[src/rtl/weight_mem_ctrl_pkg.sv]
// Shared state encoding and default widths for the weight memory controller.
package weight_mem_ctrl_pkg;

  localparam int unsigned DEF_DATA_W = 8;
  localparam int unsigned DEF_ADDR_W = 4;
  localparam int unsigned DEF_ACC_W  = 20;

  typedef enum logic [2:0] {
    StIdle,
    StLoad,
    StRd,
    StMac,
    StDone
  } state_e;

endpackage

[src/rtl/weight_mem_ctrl_mac.sv]
// Signed multiply-accumulate: DATA_W x DATA_W product, sign-extended into an ACC_W accumulator
// that can be initialised (clear) or advanced (enable).
module wmc_mac
  import weight_mem_ctrl_pkg::*;
#(
  parameter int unsigned DATA_W = DEF_DATA_W,
  parameter int unsigned ACC_W  = DEF_ACC_W
) (
  input  logic              clk,
  input  logic              rst_n,
  input  logic              i_clr,
  input  logic              i_en,
  input  logic [ACC_W-1:0]  i_init,
  input  logic [DATA_W-1:0] i_w,
  input  logic [DATA_W-1:0] i_x,
  output logic [ACC_W-1:0]  o_acc_next
);

  logic signed [2*DATA_W-1:0] w_prod;
  logic        [ACC_W-1:0]    w_prod_ext;
  logic        [ACC_W-1:0]    r_acc;

  assign w_prod     = $signed(i_w) * $signed(i_x);
  assign w_prod_ext = {{(ACC_W - 2 * DATA_W){w_prod[2*DATA_W-1]}}, w_prod};
  assign o_acc_next = r_acc + w_prod_ext;

  always_ff @(posedge clk or negedge rst_n) begin
    if (!rst_n) begin
      r_acc <= '0;
    end else if (i_clr) begin
      r_acc <= i_init;
    end else if (i_en) begin
      r_acc <= o_acc_next;
    end
  end

endmodule

[src/rtl/weight_mem_ctrl.sv]
// Weight memory controller: streams weights into an external memory, then computes a signed
// dot product against a feature stream. Define WEIGHT_MEM_CTRL_BIAS_EN to add a bias beat.
module weight_mem_ctrl
  import weight_mem_ctrl_pkg::*;
#(
  parameter int unsigned DATA_W = DEF_DATA_W,
  parameter int unsigned ADDR_W = DEF_ADDR_W,
  parameter int unsigned ACC_W  = DEF_ACC_W
) (
  input  logic              clk,
  input  logic              rst_n,
  input  logic              cmd_load,
  input  logic              start,
  input  logic [ADDR_W-1:0] n_feat,
  input  logic              load_valid,
  input  logic [DATA_W-1:0] load_data,
  output logic              load_ready,
  input  logic              x_valid,
  input  logic [DATA_W-1:0] x_data,
  output logic              x_ready,
  output logic [ADDR_W-1:0] mem_addr,
  output logic              mem_wr,
  output logic [DATA_W-1:0] mem_data,
  input  logic [DATA_W-1:0] mem_out,
  output logic [ACC_W-1:0]  y,
  output logic              y_valid,
  output logic              busy
);

  state_e            r_state;
  logic [ADDR_W-1:0] r_idx;
  logic [ADDR_W-1:0] r_len;
  logic [ACC_W-1:0]  r_y;

  logic              w_last;
  logic              w_run_go;
  logic              w_x_hs;
  logic [ACC_W-1:0]  w_init;
  logic [ACC_W-1:0]  w_acc_next;

`ifdef WEIGHT_MEM_CTRL_BIAS_EN
  logic [DATA_W-1:0] r_bias;
  logic              r_bias_ph;

  assign w_init = {{(ACC_W - DATA_W){r_bias[DATA_W-1]}}, r_bias};
`else
  assign w_init = '0;
`endif

  assign w_last   = (r_idx == r_len);
  assign w_run_go = (r_state == StIdle) && start && !cmd_load;
  assign w_x_hs   = (r_state == StMac) && x_valid;

  wmc_mac #(
    .DATA_W (DATA_W),
    .ACC_W  (ACC_W)
  ) u_mac (
    .clk        (clk),
    .rst_n      (rst_n),
    .i_clr      (w_run_go),
    .i_en       (w_x_hs),
    .i_init     (w_init),
    .i_w        (mem_out),
    .i_x        (x_data),
    .o_acc_next (w_acc_next)
  );

  always_ff @(posedge clk or negedge rst_n) begin
    if (!rst_n) begin
      r_state   <= StIdle;
      r_idx     <= '0;
      r_len     <= '0;
      r_y       <= '0;
`ifdef WEIGHT_MEM_CTRL_BIAS_EN
      r_bias    <= '0;
      r_bias_ph <= 1'b0;
`endif
    end else begin
      unique case (r_state)
        StIdle: begin
          if (cmd_load) begin
            r_state   <= StLoad;
            r_len     <= n_feat;
            r_idx     <= '0;
`ifdef WEIGHT_MEM_CTRL_BIAS_EN
            r_bias_ph <= 1'b0;
`endif
          end else if (start) begin
            r_state <= StRd;
            r_len   <= n_feat;
            r_idx   <= '0;
          end
        end
        StLoad: begin
          if (load_valid) begin
`ifdef WEIGHT_MEM_CTRL_BIAS_EN
            // Beat after the last weight carries the bias; idx is not advanced past len.
            if (r_bias_ph) begin
              r_bias    <= load_data;
              r_bias_ph <= 1'b0;
              r_state   <= StIdle;
            end else if (w_last) begin
              r_bias_ph <= 1'b1;
            end else begin
              r_idx <= r_idx + 1'b1;
            end
`else
            if (w_last) begin
              r_state <= StIdle;
            end else begin
              r_idx <= r_idx + 1'b1;
            end
`endif
          end
        end
        StRd: begin
          r_state <= StMac;
        end
        StMac: begin
          if (x_valid) begin
            if (w_last) begin
              r_state <= StDone;
              r_y     <= w_acc_next;
            end else begin
              r_idx   <= r_idx + 1'b1;
              r_state <= StRd;
            end
          end
        end
        StDone: begin
          r_state <= StIdle;
        end
        default: begin
          r_state <= StIdle;
        end
      endcase
    end
  end

  always_comb begin
    load_ready = 1'b0;
    mem_wr     = 1'b0;
    mem_addr   = '0;
    x_ready    = 1'b0;
    y_valid    = 1'b0;
    unique case (r_state)
      StLoad: begin
        load_ready = 1'b1;
        mem_addr   = r_idx;
`ifdef WEIGHT_MEM_CTRL_BIAS_EN
        mem_wr     = load_valid && !r_bias_ph;
`else
        mem_wr     = load_valid;
`endif
      end
      // Address stays on idx through MAC so the read data remains stable while stalled.
      StRd:    mem_addr = r_idx;
      StMac: begin
        mem_addr = r_idx;
        x_ready  = 1'b1;
      end
      StDone:  y_valid = 1'b1;
      default: ;
    endcase
  end

  assign mem_data = load_data;
  assign y        = r_y;
  assign busy     = (r_state != StIdle);

endmodule

[config.mk]
export PLATFORM = sky130hd
export DESIGN_NAME = weight_mem_ctrl
export DESIGN_NICKNAME = d
export VERILOG_FILES = /design/src/rtl/weight_mem_ctrl_pkg.sv /design/src/rtl/weight_mem_ctrl_mac.sv /design/src/rtl/weight_mem_ctrl.sv
export SDC_FILE = /design/constraint.sdc
export NUM_CORES = 1
export LEC_CHECK = 0
export CAP_MARGIN = 20
export CORE_MARGIN = 10
export CORE_UTILIZATION = 39
export CTS_CLUSTER_DIAMETER = 30
export DETAILED_ROUTE_END_ITERATION = 10
export PLACE_DENSITY_LB_ADDON = 0.3
export REMOVE_ABC_BUFFERS = 1
export SKIP_CTS_REPAIR_TIMING = 1
export SLEW_MARGIN = 10
export SYNTH_ARGS = -nofsm -noshare
export SYNTH_HDL_FRONTEND = slang
export SYNTH_SLANG_ARGS = --single-unit
[constraint.sdc]
create_clock -name clk -period 2.58 [get_ports clk]
set_input_delay 0.645 -clock clk [delete_from_list [all_inputs] [get_ports clk]]
set_output_delay 0.645 -clock clk [all_outputs]
set_load 0.02 [all_outputs]
==> metrics.cfg <==
[final_layout]
final_area_mm2 = 0.00808
stdcell_count = 929
layout.cells.most_common_list = sky130_fd_sc_hd__buf_4 (117), sky130_fd_sc_hd__inv_1 (68), sky130_fd_sc_hd__fa_1 (52), sky130_fd_sc_hd__dfrtp_1 (49), sky130_fd_sc_hd__clkdlybuf4s50_1 (36)
syn2layout_area_growth_pct = 45.4
antenna_cells_inserted = 0
net_count_final = 889
layout.cells.most_common = sky130_fd_sc_hd__buf_4
fraction_of_layout_cells_with_a_size_suffix_above_1 = 0.426

[synthesis]
synth_seq_area_share = 0.230
synth.cell_area_mm2 = 0.00556
total_of_flip_flops_plus_latches_after_synthesis = 51
yosys_most_used_dff = sky130_fd_sc_hd__dfrtp_1
area_contributors_post_synth = sky130_fd_sc_hd__dfrtp_1 (23%), sky130_fd_sc_hd__fa_1 (20%), sky130_fd_sc_hd__ha_1 (11%), sky130_fd_sc_hd__inv_1 (6.3%), sky130_fd_sc_hd__and2_1 (5.9%)
ys_warn_count = 0
fraction_of_registers_with_async_set_reset = 1.00
post-synth-top-area-fraction = 0.230
synth-edff-count = 0
syn_avg_cell_area_um2 = 9.68
synth_cell_types = 48
synth_largest_area_cell = sky130_fd_sc_hd__dfrtp_1
syn_inst = 574

[sta]
totalNegativeSetupSlack_ps = -87530
maxClockFrequency_mhz = 166
period_minus_slack_ps = 6040
setup_repair_after_global_routing_missed_its_margin = true
fin_hold_ws_ps = 475
final_report_setup_violation_count = 34
finalMaxSlewViolations = 0
postLayoutSetupSlackWorst_ps = -3460
timing.clock.skew_ps = 9.67
period_share = 2.34
timing_hold_violations_final = 0
tightest_slew_ps = 664
slew_headroom = 0.557

[setup_path]
buffers_inverters_on_critical_path = 6
timing.critical_path.slowest_cell_delay_ps = 550
worstPathArrival_ps = 6250
cp-start-kind = input pin
crit_top_cell = sky130_fd_sc_hd__fa_1
worst-setup-path-type = input pin to register
worstSetupEndpointType = register
maximum_fanout_along_the_worst_path = 4
critPathTopFamily = adder cells
timing.critical_path.required_ps = 2800
regToRegStartpoint = u_mac.r_acc[1]$_DFFE_PN0P_
critPathLaunch = mem_out[4]
timing.critical_path.slowest_stage_cell = sky130_fd_sc_hd__fa_1

[drt]
drt-vias-per-instance = 4.98
wirelength_mm = 14.5
num_vias = 4626
drt_first_iter_violations = 111
drt_pre_antenna_iters = 5
detail-route-antenna-nets = 0
count_of_unresolved_drc_violations_after_routing = 0
post_drt_wl_per_cell_um = 15.6

[grt]
grt_pass1_vias = 4878
globalRouteOverflowTotal = 0
grt_first_pass_wirelength_mm = 23.2
groute.usage.overall = 0.137
grt_antenna_before_repair = 0
maximum_number_of_pins_on_one_net_before_global_route_repair = 52

[placed_design]
place.gp.congestion = 0.844
hpwlAfterDp_mm = 10.9
placement.cell_area_mm2 = 0.00708
place.port_buffers = 54
dp.cells = 905

[clock_tree]
clock_path_buffers = 2
cts_buffers = 5
clkTransAtPathRegs_ps = 60
tritoncts_clock_tree = yes
htreeDepth = 2
clock-sinks = 51
cts_root_buffer = sky130_fd_sc_hd__clkbuf_16
clk-insertion-delay-late_ps = 290

[floorplanning]
initial_core_util = 0.399
placement_rows = 43
io_pins = 71
core_outline_area_mm2 = 0.0139
fp.dieW_um = 139
die_h_um = 139
fp.dieArea_mm2 = 0.0194

[flow_run]
timing.max_cap.violations = 0

[status]
failed_checks = setup timing
outcome = finished with violations

[worst_hold_path]
hp-class = input pin to asynchronous set/reset pin

==> Yosys cell counts (4+ instances only) <==
cell,number
sky130_fd_sc_hd__inv_1,93
sky130_fd_sc_hd__fa_1,56
sky130_fd_sc_hd__and2_1,52
sky130_fd_sc_hd__dfrtp_1,51
sky130_fd_sc_hd__ha_1,51
sky130_fd_sc_hd__nand2_1,34
sky130_fd_sc_hd__xnor2_1,29
sky130_fd_sc_hd__nor2_1,24
sky130_fd_sc_hd__mux2_2,23
sky130_fd_sc_hd__a21oi_1,22
sky130_fd_sc_hd__a22o_1,17
sky130_fd_sc_hd__o21ai_0,16
sky130_fd_sc_hd__a21o_1,12
sky130_fd_sc_hd__buf_4,8
sky130_fd_sc_hd__nor2b_1,7
sky130_fd_sc_hd__o21a_1,7
sky130_fd_sc_hd__clkbuf_1,6
sky130_fd_sc_hd__nor3_1,6
sky130_fd_sc_hd__xor2_1,6
sky130_fd_sc_hd__nand3_1,5
sky130_fd_sc_hd__nand2b_1,4
sky130_fd_sc_hd__o21bai_1,4
==> worst paths after layout <==
kind,end,slack [ps],cells after the start
min,y[14]$_DFFE_PN0P_,480,2
max,y[18]$_DFFE_PN0P_,-3460,27
min reg2reg,y[1]$_DFFE_PN0P_,510,1
min in group clk,y[1]$_DFFE_PN0P_,510,1
max reg2reg,y[17]$_DFFE_PN0P_,-20,10
max in group asynchronous,r_state[0]$_DFFE_PN0P_,1630,2
==> cell families (layout without fill, tap and decap cells) <==
kind of cell             after synthesis  after routing  synth area share
adder cells (fa/ha/maj)              107            107             0.317
buffers and inverters                111            286            0.0811
AO/OA/AOI/OAI                         99             99             0.128
AND/OR/NAND/NOR                      145            145             0.136
multiplexers                          25             25            0.0502
XOR/XNOR                              36             36            0.0581
flip-flops                            51             51             0.230
==> final cells by class <==
class                   instances  area (µm²)
clock buffers                   6         129
clock inverters                 2        38.8
fillers                      1205        5850
inverters                      93         349
multi-input cells             412        4490
flip-flops and latches         51        1280
well taps                     180         225
repair buffers                185        1570
==> sequential cells by signal (all words and copies together), names as in the netlist <==
register	flops
u_mac.r_acc	20
y	20
r_idx	4
r_len	4
r_state	3
==> metal layers <==
| metal | GRT usage | routed length, µm | share of wire |
|---|---|---|---|
| met5 | 0 | 0 | 0 |
| met4 | 0.0242 | 238 | 0.016 |
| met3 | 0.0235 | 485 | 0.033 |
| met2 | 0.244 | 7700 | 0.53 |
| met1 | 0.171 | 6090 | 0.42 |
==> through the flow <==
stage / setup slack (ps) / utilization
floorplan: -3980 / -
global placement: -4510 / 0.508
detailed placement: -4610 / 0.508
CTS: -4350 / 0.520
global route: -3660 / 0.580
finish: -3460 / 0.580
Power is not shown: default switching activity piles up to over one toggle a cycle in this logic, so the estimate is an artifact.
==> patch 1 (same settings) <==
The option `WEIGHT_MEM_CTRL_BIAS_EN` is turned on by a define.
--- a/src/rtl/weight_mem_ctrl.sv
+++ b/src/rtl/weight_mem_ctrl.sv
@@ -2,2 +2,4 @@
 // dot product against a feature stream. Define WEIGHT_MEM_CTRL_BIAS_EN to add a bias beat.
+`define WEIGHT_MEM_CTRL_BIAS_EN
+
 module weight_mem_ctrl
Formal check against the unedited RTL: not equivalent (Yosys sat finds a counterexample within 4 cycles, from zero or initial values and one cycle with rst_n low).
==> patch 1 against the original RTL <==
  * The run still ends with negative setup slack left
  * Cell area is 15% higher
  * Worst setup slack improved by 420 ps
  * Clock skew is 1.6 ps lower
  * Synthesized area increased by 12%
  * Sequential cell count grew 9
  * Synthesized cell count is 17% higher
  * Wire length grew 19%
  * Global-route usage is 1.5 points higher
  * Critical endpoint is now u_mac.r_acc[19]$_DFFE_PN0P_
  * Largest cell class unchanged
Power is left out: the tool's default activity adds up to more than one toggle a clock period on the data nets, which glitch-free logic cannot reach.
==> patch 1: results (changes against the original RTL) <==
| Metric | Value |
|---|---|
| Final setup violation count | `34 (unchanged)` |
| Max incr delay on CP | `roughly 540 ps` |
| Synth warnings | `0 (unchanged)` |
| Failing checks | `negative setup slack (unchanged)` |
| Placed cell areas | `7960 um^2 (was 7080 um^2)` |
| Max-slew violations | `0 (unchanged)` |
| R2R Path Start | `u_mac.r_acc[0]$_DFFE_PN0P_ (was u_mac.r_acc[1]$_DFFE_PN0P_)` |
| Final net count | `998 (was 889)` |
| Clk slew on worst S/H paths | `60 ps (about the same)` |
| Area share of fa/ha/maj cells after synthesis | `28.4% (was 31.7%)` |
| CP max stage cell | `fa_1 (unchanged)` |
| FF-to-FF setup slack | `-80 ps (was -20 ps)` |
| Clk_skew | `8.12 ps (was 9.67 ps)` |
| Global-route wire length before repair | `27.6 mm (was 23.2 mm)` |
| R2r worst-path depth | `9 (was 10)` |
| Placed wire-length estimate | `12.9 mm (was 10.9 mm)` |
| Setup slack at placement | `-4110 ps (was -4610 ps)` |
| Pre-Repair DR Iteration Count | `4 (was 5)` |
| Cell variety after synth | `58 (was 48)` |
| Max FO, Critical Path | `8 (was 4)` |
| Crit path capture | `u_mac.r_acc[19]$_DFFE_PN0P_ (was y[18]$_DFFE_PN0P_)` |
| CTS buffer count | `9 (was 5)` |
| Antenna Cells | `0 (unchanged)` |
| CP startpoint | `mem_out[7] (was mem_out[4])` |
| Sequential area share after synthesis | `24.2% (was 23.0%)` |
| Main flop type after synthesis | `dfrtp_1 (unchanged)` |
| Status | `finished with violations (unchanged)` |
| Final WS setup | `-3030 ps (was -3460 ps)` |
| Top cells by area, synth | `dfrtp_1, fa_1, ha_1 (unchanged)` |
| Clk_lat worst skew | `340 ps (was 290 ps)` |
| Synth Area in XOR/XNOR | `4.80% (was 5.81%)` |
| 1st-iter DRT viols | `213 (was 111)` |
| Synth Area in Compound Gates | `14.3% (was 12.8%)` |
| Worst Tran Pin Value | `623 ps (was 664 ps)` |
| CTS root buffer | `clkbuf_16 (unchanged)` |
| Async set-reset flop share out of synthesis | `100% (unchanged)` |
| Total grt overflow | `0 (unchanged)` |
| Vias in the first global route | `5799 (was 4878)` |
| Mux cell area share after synthesis | `4.52% (was 5.02%)` |
| RD Place Congestion | `0.882 (was 0.844)` |
| IO buf count | `70 (was 54)` |
| Worst R2R End | `u_mac.r_acc[18]$_DFFE_PN0P_ (was y[17]$_DFFE_PN0P_)` |
| Commonest cells in the netlist | `inv_1, dfrtp_1, nand2_1 (was inv_1, fa_1, and2_1)` |
| H-tree levels | `3 (was 2)` |
| Largest net degree at the start of global routing | `61 (was 52)` |
| Total GRT Usage | `15.3% (was 13.7%)` |
| WL/cell | `16.1 um (was 15.6 um)` |
| Vias | `5464 (was 4626)` |
| Hold WC Path Type | `primary input to async pin (unchanged)` |
| Setup tns final | `-77330 ps (was -87530 ps)` |
| Share of cells above drive strength 1 | `39.4% (was 42.6%)` |
==> patch 1: cell count changes after synthesis, sizes merged, moves of 7 or more <==
cell | unedited run | this run
a22oi | 0 | 7
nor3 | 6 | 16
a22o | 17 | 1
nand2 | 34 | 59
dfrtp | 51 | 60
a21oi | 22 | 31
a31oi | 2 | 9
o21ai | 17 | 31
==> patch 1: area by class of cell <==
| class | count | area (um^2) |
|---|---|---|
| Inverter | 97 | 364 |
| Sequential cell | 60 | 1500 |
| Clock inverter | 6 | 72.6 |
| Tap cell | 216 | 270 |
| Clock buffer | 10 | 229 |
| Timing Repair Buffer | 198 | 1730 |
| Fill cell | 1269 | 6410 |
| Multi-Input combinational cell | 491 | 5130 |
==> patch 1: stage by stage <==
step	std cells	hold slack, ps
6_report	1078	303
2_1_floorplan	648	349
4_1_cts	1071	324
3_3_place_gp	1055	465
3_5_place_dp	1055	472
5_1_grt	1078	335
==> patch 1: worst reg2reg max path, cell delays in order (launching register included) <==
cell and delay (ps):
dfrtp_1 380, ha_1 220, fa_1 400, a21o_2 240
a21oi_2 180, o21ai_1 230, a21o_1 290, a311o_1 360
mux2i_1 170, nor2_1 60
==> patch 1: layer usage <==
| layer | wire, um | global-route usage [%] |
|---|---|---|
| met1 | 7210 | 18.4 |
| met2 | 9240 | 26.9 |
| met4 | 199 | 3.90 |
| met3 | 656 | 3.43 |
| met5 | 0 | 0 |
==> patch 1: kinds of logic after synthesis <==
family / after synthesis
flops: 60
simple gates: 192
fa+ha+maj: 107
mux: 25
xor+xnor: 34
compound gates: 133
buf+inv: 119
==> patch 2 (same flow settings) <==
Made on the original files. Reset style: synchronous (`rst_n`), changed in 2 clocked blocks.
--- a/src/rtl/weight_mem_ctrl_mac.sv
+++ b/src/rtl/weight_mem_ctrl_mac.sv
@@ -26,3 +26,3 @@
 
-  always_ff @(posedge clk or negedge rst_n) begin
+  always_ff @(posedge clk) begin
     if (!rst_n) begin
--- a/src/rtl/weight_mem_ctrl.sv
+++ b/src/rtl/weight_mem_ctrl.sv
@@ -67,3 +67,3 @@
 
-  always_ff @(posedge clk or negedge rst_n) begin
+  always_ff @(posedge clk) begin
     if (!rst_n) begin
Function: differs if rst_n is asserted again (counterexample within 4 cycles, from zero or initial values and one cycle with rst_n low); with rst_n held inactive, the same outputs for 4 cycles.
==> patch 2 against the original RTL <==
  * Worst setup slack gained 370 ps
  * Wire length increased by 2.3%
  * Register-to-register slack better by 100 ps
  * Cell area is 2.5% higher
  * Critical path type unchanged
  * Clock skew fell by 2.7 ps
  * Sequential cell count stayed put
  * Count of clock-buffer cells in the layout did not move
  * Highest routed layer unchanged
  * The flow still finishes with violations (negative setup slack)
  * Synthesized area grew 0.11%
==> patch 2: results (changes against the original RTL) <==
| Metric | Value |
|---|---|
| Status | `finished with violations (unchanged)` |
| Cell variety after synth | `53 (was 48)` |
| Clk_skew | `6.92 ps (was 9.67 ps)` |
| Final WS setup | `-3090 ps (was -3460 ps)` |
| Worst Tran Pin Value | `585 ps (was 664 ps)` |
| Max FO, Critical Path | `5 (was 4)` |
| Total GRT Usage | `13.6% (was 13.7%)` |
| Pre-Repair DR Iteration Count | `4 (was 5)` |
| Layout fillers | `1168 (was 1205)` |
| Arrival @ worst endpoint | `5900 ps (was 6250 ps)` |
| Mux cell area share after synthesis | `1.30% (was 5.02%)` |
| Vias in the first global route | `5128 (was 4878)` |
| Commonest cells in the netlist | `inv_1, nand2_1, fa_1 (was inv_1, fa_1, and2_1)` |
| Failing checks | `negative setup slack (unchanged)` |
| Synth Area in XOR/XNOR | `5.98% (was 5.81%)` |
| RD Place Congestion | `0.914 (was 0.844)` |
| Placed cell areas | `7130 um^2 (was 7080 um^2)` |
| Synth Area in Compound Gates | `13.0% (was 12.8%)` |
| Share of cells above drive strength 1 | `36.9% (was 42.6%)` |
| Clk slew on worst S/H paths | `70 ps` |
| Async set-reset flop share out of synthesis | `0% (was 100%)` |
| Final net count | `986 (was 889)` |
| Final setup violation count | `34 (unchanged)` |
| Area share of fa/ha/maj cells after synthesis | `31.6% (was 31.7%)` |
| Hold WC Path Type | `flip-flop to flip-flop (was primary input to async pin)` |
| 1st-iter DRT viols | `178 (was 111)` |
| Top cells by area, synth | `fa_1, dfxtp_1, ha_1 (was dfrtp_1, fa_1, ha_1)` |
[patch 2: stage by stage]
| stage | instances | util (%) | setup slack, ps |
|---|---|---|---|
| detailed placement | 1004 | 51.2 | -3980 |
| CTS | 1011 | 52.2 | -3720 |
| finish | 1025 | 59.5 | -3090 |
| global route | 1025 | 59.5 | -3260 |
| global placement | 1004 | 51.2 | -3850 |
| floorplan | 645 | - | -3370 |
[patch 2: worst paths after layout]
| kind | from | to | slack (ps) | depth (start not counted) |
|---|---|---|---|---|
| hold reg to reg | y[3]$_SDFFE_PN0P_ | y[3]$_SDFFE_PN0P_ | 450 | 2 |
| setup reg to reg | u_mac.r_acc[0]$_SDFFE_PP0P_ | u_mac.r_acc[18]$_SDFFE_PP0P_ | 80 | 9 |
| hold / removal | y[3]$_SDFFE_PN0P_ | y[3]$_SDFFE_PN0P_ | 450 | 2 |
| setup / recovery | x_data[2] | u_mac.r_acc[13]$_SDFFE_PP0P_ | -3090 | 25 |
[patch 2: cell type report]
class | instances | area share, %
multi-input cells | 496 | 58.9
repair buffers | 193 | 19.9
flip-flops and latches | 51 | 12.3
inverters | 98 | 4.44
well taps | 180 | 2.72
clock buffers | 6 | 1.68
clock inverters | 1 | 0.0604
[patch 2: routing by layer]
metal	wire, um	global-route usage, %	vias up
li1	-	-	2538
met1	6310	16.9	2552
met2	8010	23.9	74
met3	359	2.31	19
met4	174	3.02	0
met5	0	0	-
[patch 2: kinds of logic after synthesis]
logic type,Yosys count
XOR/XNOR,38
buffers and inverters,123
flip-flops,51
multiplexers,7
AND/OR/NAND/NOR,230
AO/OA/AOI/OAI,114
adder cells (fa/ha/maj),107
[patch 2: critical path: cells and delay by family]
kind | cells | cell delay (ps)
AOI/OAI and AO/OA | 6 | 950
xor gates and xnor gates | 1 | 120
adders and majority gates | 6 | 2720
buffers and inverters | 9 | 760
and+or+nand+nor | 3 | 680
[patch 2: power by group]
group	internal (mW)	switching (mW)	leakage, nW
clock	0.380	0.297	0.0727
combinational	4.85	4.52	3.18
sequential	0.837	0.0493	0.412
total	6.07	4.86	3.67
